### config.mk
export PLATFORM = sky130hd
export DESIGN_NAME = alu_operand_seq
export DESIGN_NICKNAME = d
export VERILOG_FILES = /design/src/rtl/alu_operand_seq.sv
export SDC_FILE = /design/constraint.sdc
export NUM_CORES = 1
export LEC_CHECK = 0
export BUFFER_PORTS_ARGS = -buffer_cell sky130_fd_sc_hd__buf_2
export CORE_ASPECT_RATIO = 1.4
export CORE_MARGIN = 4
export CORE_UTILIZATION = 53
export DETAILED_ROUTE_END_ITERATION = 12
export PLACE_DENSITY_LB_ADDON = 0.1
export SETUP_SLACK_MARGIN = 0.4
export SLEW_MARGIN = 10
export SYNTH_ARGS = -nofsm -noshare
export SYNTH_HDL_FRONTEND = slang
export SYNTH_SLANG_ARGS = --single-unit
### constraint.sdc
create_clock -name CLOCK_50 -period 2.2 [get_ports CLOCK_50]
set_input_delay 0.44 -clock CLOCK_50 [delete_from_list [all_inputs] [get_ports CLOCK_50]]
set_output_delay 0.44 -clock CLOCK_50 [all_outputs]
set_load 0.005 [all_outputs]
### src/rtl/alu_operand_seq.sv
// Operand/opcode entry sequencer: a debounced pushbutton steps through A, B and opcode capture, then issues a valid/ready request.
// Optional debounce filter enabled by defining ALU_OPERAND_SEQ_DEBOUNCE_EN.
module alu_operand_seq #(
  parameter int unsigned DEBOUNCE_CYCLES = 500000
) (
  input  logic        CLOCK_50,
  input  logic        reset_n,
  input  logic [9:0]  SW,
  input  logic        key_n,
  output logic [15:0] a,
  output logic [15:0] b,
  output logic [4:0]  alu_op,
  output logic        op_valid,
  input  logic        op_ready,
  output logic [1:0]  state,
  output logic [7:0]  issue_cnt
);

  typedef enum logic [1:0] {
    LOAD_A  = 2'd0,
    LOAD_B  = 2'd1,
    LOAD_OP = 2'd2,
    ISSUE   = 2'd3
  } state_t;

  state_t     cur;
  logic       sync1, sync2;
  logic [1:0] fill;
  logic       level, level_prev, armed, press;

  always_ff @(posedge CLOCK_50 or negedge reset_n) begin
    if (!reset_n) begin
      sync1 <= 1'b1;
      sync2 <= 1'b1;
      fill  <= '0;
    end else begin
      sync1 <= key_n;
      sync2 <= sync1;
      fill  <= {fill[0], 1'b1};
    end
  end

`ifdef ALU_OPERAND_SEQ_DEBOUNCE_EN
  localparam int unsigned CW = (DEBOUNCE_CYCLES > 1) ? $clog2(DEBOUNCE_CYCLES) : 1;
  localparam logic [CW-1:0] RELOAD = CW'(DEBOUNCE_CYCLES - 1);

  logic [CW-1:0] db_cnt;

  // Level flips only after DEBOUNCE_CYCLES consecutive samples differing from it.
  always_ff @(posedge CLOCK_50 or negedge reset_n) begin
    if (!reset_n) begin
      level  <= 1'b1;
      db_cnt <= RELOAD;
    end else if (sync2 == level) begin
      db_cnt <= RELOAD;
    end else if (db_cnt == '0) begin
      level  <= sync2;
      db_cnt <= RELOAD;
    end else begin
      db_cnt <= db_cnt - 1'b1;
    end
  end
`else
  logic unused_cfg;
  assign unused_cfg = ^DEBOUNCE_CYCLES;
  assign level      = sync2;
`endif

  // Pulses stay blocked after reset until the key has been seen released once the synchronizer has filled.
  always_ff @(posedge CLOCK_50 or negedge reset_n) begin
    if (!reset_n) begin
      level_prev <= 1'b1;
      armed      <= 1'b0;
    end else begin
      level_prev <= level;
      if (fill[1] && sync2 && level) armed <= 1'b1;
    end
  end

  assign press = armed & level_prev & ~level;

  function automatic logic [4:0] op_code(input logic [2:0] sel);
    logic [4:0] code;
    case (sel)
      3'b000:  code = 5'd0;
      3'b001:  code = 5'd8;
      3'b010:  code = 5'd14;
      3'b011:  code = 5'd16;
      3'b100:  code = 5'd18;
      3'b101:  code = 5'd20;
      3'b110:  code = 5'd21;
      default: code = 5'd23;
    endcase
    return code;
  endfunction

  always_ff @(posedge CLOCK_50 or negedge reset_n) begin
    if (!reset_n) begin
      cur       <= LOAD_A;
      a         <= '0;
      b         <= '0;
      alu_op    <= '0;
      op_valid  <= 1'b0;
      issue_cnt <= '0;
    end else begin
      case (cur)
        LOAD_A: if (press) begin
          a   <= {{6{SW[9]}}, SW};
          cur <= LOAD_B;
        end
        LOAD_B: if (press) begin
          b   <= {{6{SW[9]}}, SW};
          cur <= LOAD_OP;
        end
        LOAD_OP: if (press) begin
          alu_op   <= op_code(SW[2:0]);
          op_valid <= 1'b1;
          cur      <= ISSUE;
        end
        ISSUE: if (op_valid && op_ready) begin
          op_valid  <= 1'b0;
          issue_cnt <= issue_cnt + 8'd1;
          cur       <= LOAD_A;
        end
        default: cur <= LOAD_A;
      endcase
    end
  end

  assign state = cur;

endmodule

==> impl_results.md, run 1 <==
* Setup Crit Path Kind: reg -> reg
* Global-route track usage on met3 at 0.0516
* Max_slew headroom at 0.660
* Global-route track usage on met2 at 0.281
* Area taken by multi-input logic gates at 663 µm²
* Vias in the first global route at 1228
* Routability congestion estimate from global placement at 0.772
* Final slew viol count at 0
* Area after detailed placement at 2090 µm²
* Worst vdd ir at 0.000948 V
* WP data required at 2380 ps
* Input/output buffers at 61
* Total setup violations reported at the end of the flow at 0
* Pin count of the biggest net entering global routing at 43
* Full die area at 4500 µm²
* H-Tree Level Count at 2
* Clk root buf: clkbuf_8
* CTS Hold Buffers Added at 0
* Critical path endpoint category: flop
* Average vias per placed instance at 5.15
* Worst R2R Setup Slack at 540 ps
* Starting density of the core at 0.546
* Clock latency reported for the late side of the worst-skew pair at 290 ps
* Number of inserted diodes at 0
* Clock slew seen by the registers of the worst setup and hold paths at 80 ps
* Post-route total power at 2960 µW
* Final global-route overflow total at 0
* Post-DP HPWL at 2430 µm
* Top cell type's share of synthesized area at 0.530
* Placeable core region at 3380 µm²
* Total routed wirelength at 3230 µm
* Leakage power of the design at 0.00111 µW
* Number of flip-flops and latches in the synthesized netlist at 42
* Clock tree from TritonCTS: yes
* Most common flop cell mapped by yosys: dfrtp_1
* M1 GR Usage at 0.185
* Violation count after the first detailed-routing iteration at 40
* Maximum clock insertion buffer count at 2
* Standard-cell row count at 25
* P_int at 2020 µW
* Yosys Warn Count at 0
* Number of different library cells in the post-synthesis netlist at 30
* Buffers inserted by post-CTS timing repair at 0
* Data arrival at the endpoint of the critical path at 1830 ps
* Final design area excluding fillers at 2210 µm²
* Worst Max-Slew Pin Slew at 510 ps
* Fin. Hold Viols at 0
* Sink count of the clock tree at 42
* Switching Power at 937 µW
* Part of the Yosys area used for sequential elements at 0.572
* Final clock period utilization by the worst path at 0.753
* Cell count after synthesis at 139
* Fillers at 273
* Clock buffer count from CTS at 5
* GRT Max-Usage Layer: met2
* Top cell type by total area after synthesis: dfrtp_1
* Path depth of the worst reg2reg path at 5
* Critical path fanouts, max at 5
* Sum of negative setup slack at 0 ps
* Cell Pwr Density at 1340 nW/µm²
* Total iterations of the first detailed-routing run at 4
* Time the worst path needs with I/O delays and setup at 1660 ps
* Post-synth design cell area at 1840 µm²
* All-layer global routing usage at 0.164
* Setup repair after global routing missed its margin: no
* Synthesis-to-finish area growth at 19.9%
* Achievable Freq at 604 MHz
* EDFF count, synth at 0
* Worst Skew at 3.51 ps
* Ports at 62
* Beginning of the worst register-to-register path: state[0]
* Initial antenna violation count at 0
* Share of total power in the clock network at 0.202
* Via total after detailed routing at 1199
* Die height at 77.8 µm
* Capture instance of the worst register-to-register path: state[1]
* Sw frac at 0.317
* Dominant cells by area after synthesis: dfrtp_1, mux2_2, buf_4
* Share of flip-flops with an asynchronous set or reset after synthesis at 1.00
* Status: finished, final reports clean
* Die W at 57.8 µm
* Total of max-cap violations at 0
* Area used by sequential logic in the layout at 1050 µm²
* Antenna Violating Nets Remaining at 0
* Part of the power in registers at 0.432
* Combinational power share at 0.365
* Mean area per synthesized cell at 13.3 µm²
* Kind of start point of the critical path: flop
* WL per Instance at 13.9 µm
* Layout cells sized above 1 at 0.528
* Worst min path class: in -> async
* DRC violations left at 0
* Net count after synthesis at 159
* Global-route wire length before repair at 5580 µm
* Number of nets in the final layout at 212
-- kinds of logic (layout without fill, tap and decap cells) --
group	after synthesis	after routing	share of synthesized area
xor gates and xnor gates	9	9	0.0428
buffers and inverters	20	74	0.0706
other	1	1	0.00203
adders and majority gates	6	6	0.0407
AOI/OAI and AO/OA	11	11	0.0401
DFF	42	42	0.572
and+or+nand+nor	25	25	0.0781
muxes	25	25	0.153
-- Yosys cell counts (3+ instances only) --
library cell	count
nor3_1	3
nor2_1	3
buf_4	12
xnor2_1	5
inv_1	4
nand2_1	9
dfstp_2	3
o21ai_0	5
nand3_1	3
xor2_1	4
dfrtp_1	39
mux2_2	22
ha_1	6
-- sequential cells by signal, summed over array words and instances, names as in the netlist --
name	cells
a	10
alu_op	5
armed	1
b	10
fill	2
issue_cnt	8
level	1
level_prev	1
op_valid	1
state	2
sync1	1
-- power by group through the flow --
stage	sequential (µW)	clock [µW]	combinational (µW)
6_report	1280	599	1080
5_1_grt	1330	649	1220
4_1_cts	1280	616	1100
3_5_place_dp	1300	0	1100
3_3_place_gp	1280	0	1060
2_1_floorplan	1310	0	690
-- worst max-delay path by stage --
| stage | slack (ps) | cells past startpoint | endpoint | from |
|---|---|---|---|---|
| after floorplan | 640 | 5 | state[1] | state[0] |
| after global placement | 620 | 5 | state[1] | state[0] |
| after detailed placement | 530 | 5 | state[1] | state[0] |
| after CTS | 510 | 5 | state[1] | state[0] |
| after global routing | 400 | 4 | alu_op[1] | state[0] |
| final | 540 | 5 | state[1] | state[0] |
-- through the flow --
step	util	hold WS, ps	instances	worst slack, ps
final	0.654	201	233	544
after global placement	0.619	340	225	624
after detailed placement	0.619	347	225	530
after CTS	0.653	219	233	510
after floorplan	-	144	139	636
after global routing	0.654	228	233	403
-- critical path: stages, from the launching register on --
cell and delay (ps):
dfrtp_1 400, inv_1 110, ha_1 280, nor3_2 210, a2bb2oi_2 210, mux2_4 320
-- layout by cell type, fill, tap and decap left out, types with 2 or more instances in the layout --
| cell type | instances |
|---|---|
| a21oi_1 | 2 |
| buf_2 | 61 |
| clkbuf_8 | 5 |
| clkinvlp_4 | 2 |
| dfrtp_1 | 39 |
| dfstp_2 | 3 |
| ha_1 | 6 |
| inv_1 | 4 |
| mux2_2 | 22 |
| mux2i_1 | 2 |
| nand2_1 | 9 |
| nand2_4 | 2 |
| nand3_1 | 3 |
| nor2_1 | 3 |
| nor3_1 | 2 |
| o21ai_0 | 5 |
| xnor2_1 | 5 |
| xor2_1 | 4 |
-- per-layer routing --
layer | share of wire | up-vias | wire, µm
li1 | - | 558 | -
met1 | 0.38 | 589 | 1240
met2 | 0.52 | 47 | 1690
met3 | 0.073 | 5 | 236
met4 | 0.018 | 0 | 57
met5 | 0 | - | 0
-- cell type report --
cell class / count / area share
inverter: 4 / 0.00680
clock buffer: 5 / 0.0311
multi-input combinational: 77 / 0.300
clock inverter: 3 / 0.0204
timing repair buffer: 62 / 0.142
sequential: 42 / 0.477
tap: 40 / 0.0227
-- timing repair --
item                                    in CTS  in global routing
endpoints found under the setup margin       0                  1
hold endpoints to repair                     0                  0
resized for setup                            0                  1
(Power assumes the default switching activity.)
==> inputs of run 2 (changes only) <==
--- a/config.mk
+++ b/config.mk
@@ -8,7 +8,7 @@
 export BUFFER_PORTS_ARGS = -buffer_cell sky130_fd_sc_hd__buf_2
 export CORE_ASPECT_RATIO = 1.4
 export CORE_MARGIN = 4
-export CORE_UTILIZATION = 53
+export CORE_UTILIZATION = 45
 export DETAILED_ROUTE_END_ITERATION = 12
 export PLACE_DENSITY_LB_ADDON = 0.1
 export SETUP_SLACK_MARGIN = 0.4
==> constraint.sdc (replaced) <==
create_clock -name CLOCK_50 -period 1.4 [get_ports CLOCK_50]
set_input_delay 0.28 -clock CLOCK_50 [delete_from_list [all_inputs] [get_ports CLOCK_50]]
set_output_delay 0.28 -clock CLOCK_50 [all_outputs]
set_load 0.005 [all_outputs]
==> run 2 against run 1 <==
  * Global-route usage decreased by 1.4 points
  * Largest power group is now combinational cells
  * Combinational power increased by 140%
  * Register-to-register slack got worse by 620 ps
  * Critical endpoint is now b[6]
  * Critical path type unchanged
  * Hold slack got worse by 120 ps
  * Clock power increased by 89%
  * The run now ends with negative setup slack left
  * Via count increased by 11%
  * Highest routed layer unchanged
  * First-iteration DRC count decreased by 10%
  * Sequential cell count unchanged
  * Fmax increased by 12%
  * Clock skew about the same
==> impl_results.md, run 2 (synthesis results as in run 1) <==
* Status: complete, but fails checks
* Violations in the final reports: negative setup slack
* Area taken by multi-input logic gates at 773 µm²
* Violation count after the first detailed-routing iteration at 36
* Total setup violations reported at the end of the flow at 28
* Worst Skew at 3.78 ps
* Clock buffer count from CTS at 5
* Full die area at 5200 µm²
* Placed Cells incl. Taps at 239
* Die W at 62.1 µm
* H-Tree Level Count at 2
* WL per Instance at 14.2 µm
* Critical path fanouts, max at 5
* Final clock period utilization by the worst path at 1.05
* Post-DP HPWL at 2630 µm
* Pre-CTS setup slack at -107 ps
* Data arrival at the endpoint of the critical path at 1650 ps
* Clk root buf: clkbuf_8
* Total iterations of the first detailed-routing run at 4
* Top library cells by usage in the layout, fill and taps aside: buf_2, dfrtp_1, buf_4
* Area after detailed placement at 2230 µm²
* Fin. Hold Viols at 0
* Cell Pwr Density at 2150 nW/µm²
* Critical path endpoint category: flop
* Critical path buffers and inverters at 1
* Ports at 62
* Global-route wire length before repair at 5760 µm
* Post-layout instance count excluding filler cells at 270
* WP data required at 1580 ps
* Layout cells sized above 1 at 0.687
* Time the worst path needs with I/O delays and setup at 1470 ps
* Vias in the first global route at 1244
* Standard-cell row count at 27
* Pin count of the biggest net entering global routing at 26
* Average vias per placed instance at 4.93
* Fillers at 309
* Final slew viol count at 0
* Input/output buffers at 61
* Delay of the slowest critical-path stage at 530 ps
* Final global-route overflow total at 0
* Setup ws final at -73.7 ps
* Clock latency reported for the late side of the worst-skew pair at 290 ps
* Clock tree from TritonCTS: yes
* Post-route total power at 5780 µW
* Area used by sequential logic in the layout at 1060 µm²
* Starting density of the core at 0.466
* Maximum clock insertion buffer count at 2
* Number of inserted diodes at 0
* Leakage power of the design at 0.00133 µW
* Routability congestion estimate from global placement at 0.821
* Placeable core region at 3950 µm²
* Number of nets in the final layout at 246
* Total routed wirelength at 3830 µm
* Clock slew seen by the registers of the worst setup and hold paths at 80 ps
* Die height at 83.7 µm
* Synthesis-to-finish area growth at 46.2%
* Total of max-cap violations at 0
* Cell chain of the critical path: and3b_2 > buf_4 > nand2_4 > mux2_2
* Sum of negative setup slack at -905 ps
* Initial antenna violation count at 0
* Setup repair after global routing missed its margin: yes
* Achievable Freq at 679 MHz
* Cell type of the slowest stage on the worst timing path: dfstp_2
* Worst min path class: in -> reg
* Most frequent standard cell in the layout excluding fill and tap cells: buf_2
* Via total after detailed routing at 1330
* Final design area excluding fillers at 2690 µm²
* All-layer global routing usage at 0.149
* Sink count of the clock tree at 42
* Worst vdd ir at 0.00150 V
* Family with the most delay on the worst path: flip-flops
* Kind of start point of the critical path: flop
* Antenna Violating Nets Remaining at 0
* Setup Crit Path Kind: reg -> reg
* DRC violations left at 0
* Biggest regs: a x10, b x10, issue_cnt x8
run 2: cell type report:
class,count,share of cell area
flip-flops and latches,42,0.394
multi-input cells,78,0.287
repair buffers,95,0.241
clock buffers,5,0.0255
clock inverters,3,0.0255
well taps,43,0.0200
inverters,4,0.00743
run 2: worst reg2reg max path, stage by stage (launching register included):
cell and delay, ps:
dfstp_2 530, and3b_2 250, buf_4 160, nand2_4 80, mux2_2 330
run 2: worst paths after layout:
path / to / startpoint / slack (ps) / depth (start not counted)
hold reg to reg: level / sync1 / 360 / 0
min in group asynchronous: issue_cnt[3] / reset_n / 420 / 2
hold / removal: sync1 / key_n / 80 / 1
setup reg to reg: b[6] / level / -70 / 4
max in group asynchronous: b[9] / reset_n / 550 / 3
setup / recovery: b[6] / level / -70 / 4
run 2: per-stage QoR:
step | utilization | hold WS (ps)
floorplan | - | -15.6
global placement | 0.564 | 248
detailed placement | 0.564 | 252
CTS | 0.627 | 69.8
global route | 0.682 | 62.4
finish | 0.682 | 80.8
run 2: routing by layer:
metal,routed length [µm],vias to the layer above,track usage
li1,-,634,-
met1,1380,650,0.168
met2,2140,44,0.255
met3,282,2,0.0433
met4,22,0,0.0521
met5,0,-,0
run 2: repair_timing:
action / CTS / global route
cloned: 0 / 1
setup endpoints to repair: 84 / 109
pin swaps: 3 / 5
gates resized for setup: 5 / 29
setup buffers: 11 / 10
endpoints found under the hold margin: 14 / 0
hold buffers: 1 / 0
run 2: power by group:
part / total, µW / internal [µW] / switching, µW
clock network: 1130 / 714 / 419
registers: 2060 / 1700 / 360
logic: 2590 / 1620 / 968
total: 5780 / 4040 / 1750
==> inputs of run 3 (changes only) <==
--- a/config.mk
+++ b/config.mk
@@ -11,6 +11,7 @@
 export CORE_UTILIZATION = 45
 export DETAILED_ROUTE_END_ITERATION = 12
 export PLACE_DENSITY_LB_ADDON = 0.1
+export REMOVE_ABC_BUFFERS = 1
 export SETUP_SLACK_MARGIN = 0.4
 export SLEW_MARGIN = 10
 export SYNTH_ARGS = -nofsm -noshare
==> run 3 against run 2 <==
  * The flow still finishes with violations (negative setup slack)
  * Sequential cell count unchanged
  * Critical path depth is the same
  * Routed wire length is 6.4% higher
  * Clock power is 26% lower
  * Setup slack lost 27 ps
  * Sequential power hardly changed
  * Total power shrank 0.44%
  * Critical path type unchanged
  * Largest cell class unchanged
  * Largest power group unchanged
==> impl_results.md, run 3 (synthesis results as in run 1) <==
* Achievable Freq at 666 MHz
* Clk root buf: clkbuf_8
* Kind of start point of the critical path: flop
* Routed metal-1 wire length at 1540 µm
* Sum of negative setup slack at -936 ps
* Antenna Violating Nets Remaining at 0
* Layout cells sized above 1 at 0.704
* Clock tree from TritonCTS: yes
* Family with the most delay on the worst path: flip-flops
* Routability congestion estimate from global placement at 0.711
* Input/output buffers at 61
* WL per Instance at 14.8 µm
* Pin count of the biggest net entering global routing at 43
* Met3 Wirelength at 332 µm
* Final clock period utilization by the worst path at 1.07
* Number of inserted diodes at 0
* Starting density of the core at 0.466
* Top library cells by usage in the layout, fill and taps aside: buf_2, dfrtp_1, buf_4
* Time the worst path needs with I/O delays and setup at 1500 ps
* Total of max-cap violations at 0
* Clock buffer count from CTS at 5
* Placed Cells incl. Taps at 242
* Critical path buffers and inverters at 0
* Standard-cell row count at 27
* Via total after detailed routing at 1361
* WP data required at 1580 ps
* Worst vdd ir at 0.00158 V
* Average vias per placed instance at 4.93
* Critical path endpoint category: flop
* Die W at 62.1 µm
* Clock slew seen by the registers of the worst setup and hold paths at 80 ps
* Setup ws final at -100 ps
* Number of nets in the final layout at 252
* Cell chain of the critical path: ha_4 > nor3_4 > a2bb2oi_2 > mux2_4
* Post-DP HPWL at 2580 µm
* Leakage power of the design at 0.00138 µW
* Worst min path class: in -> reg
* Most frequent standard cell in the layout excluding fill and tap cells: buf_2
* Clock latency reported for the late side of the worst-skew pair at 300 ps
* Cell type of the slowest stage on the worst timing path: dfrtp_2
* Violation count after the first detailed-routing iteration at 13
* Total routed wirelength at 4070 µm
* Die height at 83.7 µm
* Ports at 62
* Post-layout util at 0.701
* Final slew viol count at 0
* Fin. Hold Viols at 0
* Sink count of the clock tree at 42
* Post-layout instance count excluding filler cells at 276
* H-Tree Level Count at 2
* Initial antenna violation count at 0
* DRC violations left at 0
* Data arrival at the endpoint of the critical path at 1680 ps
* DR WL met2 at 2170 µm
* Violations in the final reports: negative setup slack
* Post-route total power at 5760 µW
* Delay of the slowest critical-path stage at 470 ps
* Synthesis-to-finish area growth at 50.4%
* Biggest regs: a x10, b x10, issue_cnt x8
* Maximum clock insertion buffer count at 2
* Total iterations of the first detailed-routing run at 3
* Cell Pwr Density at 2080 nW/µm²
* All-layer global routing usage at 0.163
* Setup Crit Path Kind: reg -> reg
* Highest routed layer: met4
* Total setup violations reported at the end of the flow at 22
* Fillers at 299
* Vias in the first global route at 1456
* Worst Skew at 4.14 ps
* Setup repair after global routing missed its margin: yes
* Post-route worst hold slack at 76.9 ps
* Final global-route overflow total at 0
* Status: complete, but fails checks
* Full die area at 5200 µm²
* Critical path fanouts, max at 5
* Global-route wire length before repair at 6410 µm
* Placeable core region at 3950 µm²
[run 3: changes by cell type in the layout (fill, tap and decap cells not counted), moves of 2 or more]
cell,change
mux2_4,+2
bufinv_16,-2
mux2_2,-2
buf_6,+3
ha_4,+2
ha_2,-2
buf_4,+3
[run 3: metal layers]
metal / vias to the layer above / GRT usage
li1: 644 / -
met4: 0 / 0.0405
met5: - / 0
met3: 4 / 0.0526
met2: 50 / 0.279
met1: 663 / 0.189
[run 3: metrics by stage]
step	area, µm²	setup slack [ps]
4_1_cts	2550	-119
2_1_floorplan	1730	-164
6_report	2770	-100
3_5_place_dp	2210	-247
3_3_place_gp	2210	-105
5_1_grt	2770	-166
[run 3: timing repair]
item | in CTS | in global routing
setup buffers | 15 | 9
gates cloned | 1 | 0
pin swaps | 9 | 9
hold buffers | 1 | 0
gates resized for setup | 24 | 35
setup endpoints to repair | 84 | 84
endpoints found under the hold margin | 39 | 0
[run 3: worst reg2reg max path: stages, from the launching register on]
cell and delay (ps):
dfrtp_2 470, ha_4 200, nor3_4 200, a2bb2oi_2 200
mux2_4 310
[run 3: where the power goes]
part	switching [µW]	total, µW	internal (µW)
clock	431	837	406
sequential	367	2060	1700
combinational	1090	2860	1760
[run 3: worst paths after layout]
kind | from | end | slack [ps] | cells past startpoint
worst max-delay path | state[1] | state[1] | -100 | 4
max in group asynchronous | reset_n | sync1 | 660 | 3
worst max register to register | state[1] | state[1] | -100 | 4
worst min register to register | fill[0] | fill[1] | 350 | 0
worst min-delay path | key_n | sync1 | 80 | 1
min in group asynchronous | reset_n | op_valid | 480 | 3
[run 3: area by class of cell]
| class | instances | area (µm²) | share of cell area |
|---|---|---|---|
| tap | 43 | 53.8 | 0.0194 |
| timing repair buffer | 101 | 702 | 0.253 |
| clock buffer | 6 | 82.6 | 0.0298 |
| inverter | 4 | 17.5 | 0.00632 |
| multi-input combinational | 78 | 840 | 0.303 |
| sequential | 42 | 1060 | 0.382 |
| clock inverter | 2 | 16.3 | 0.00587 |
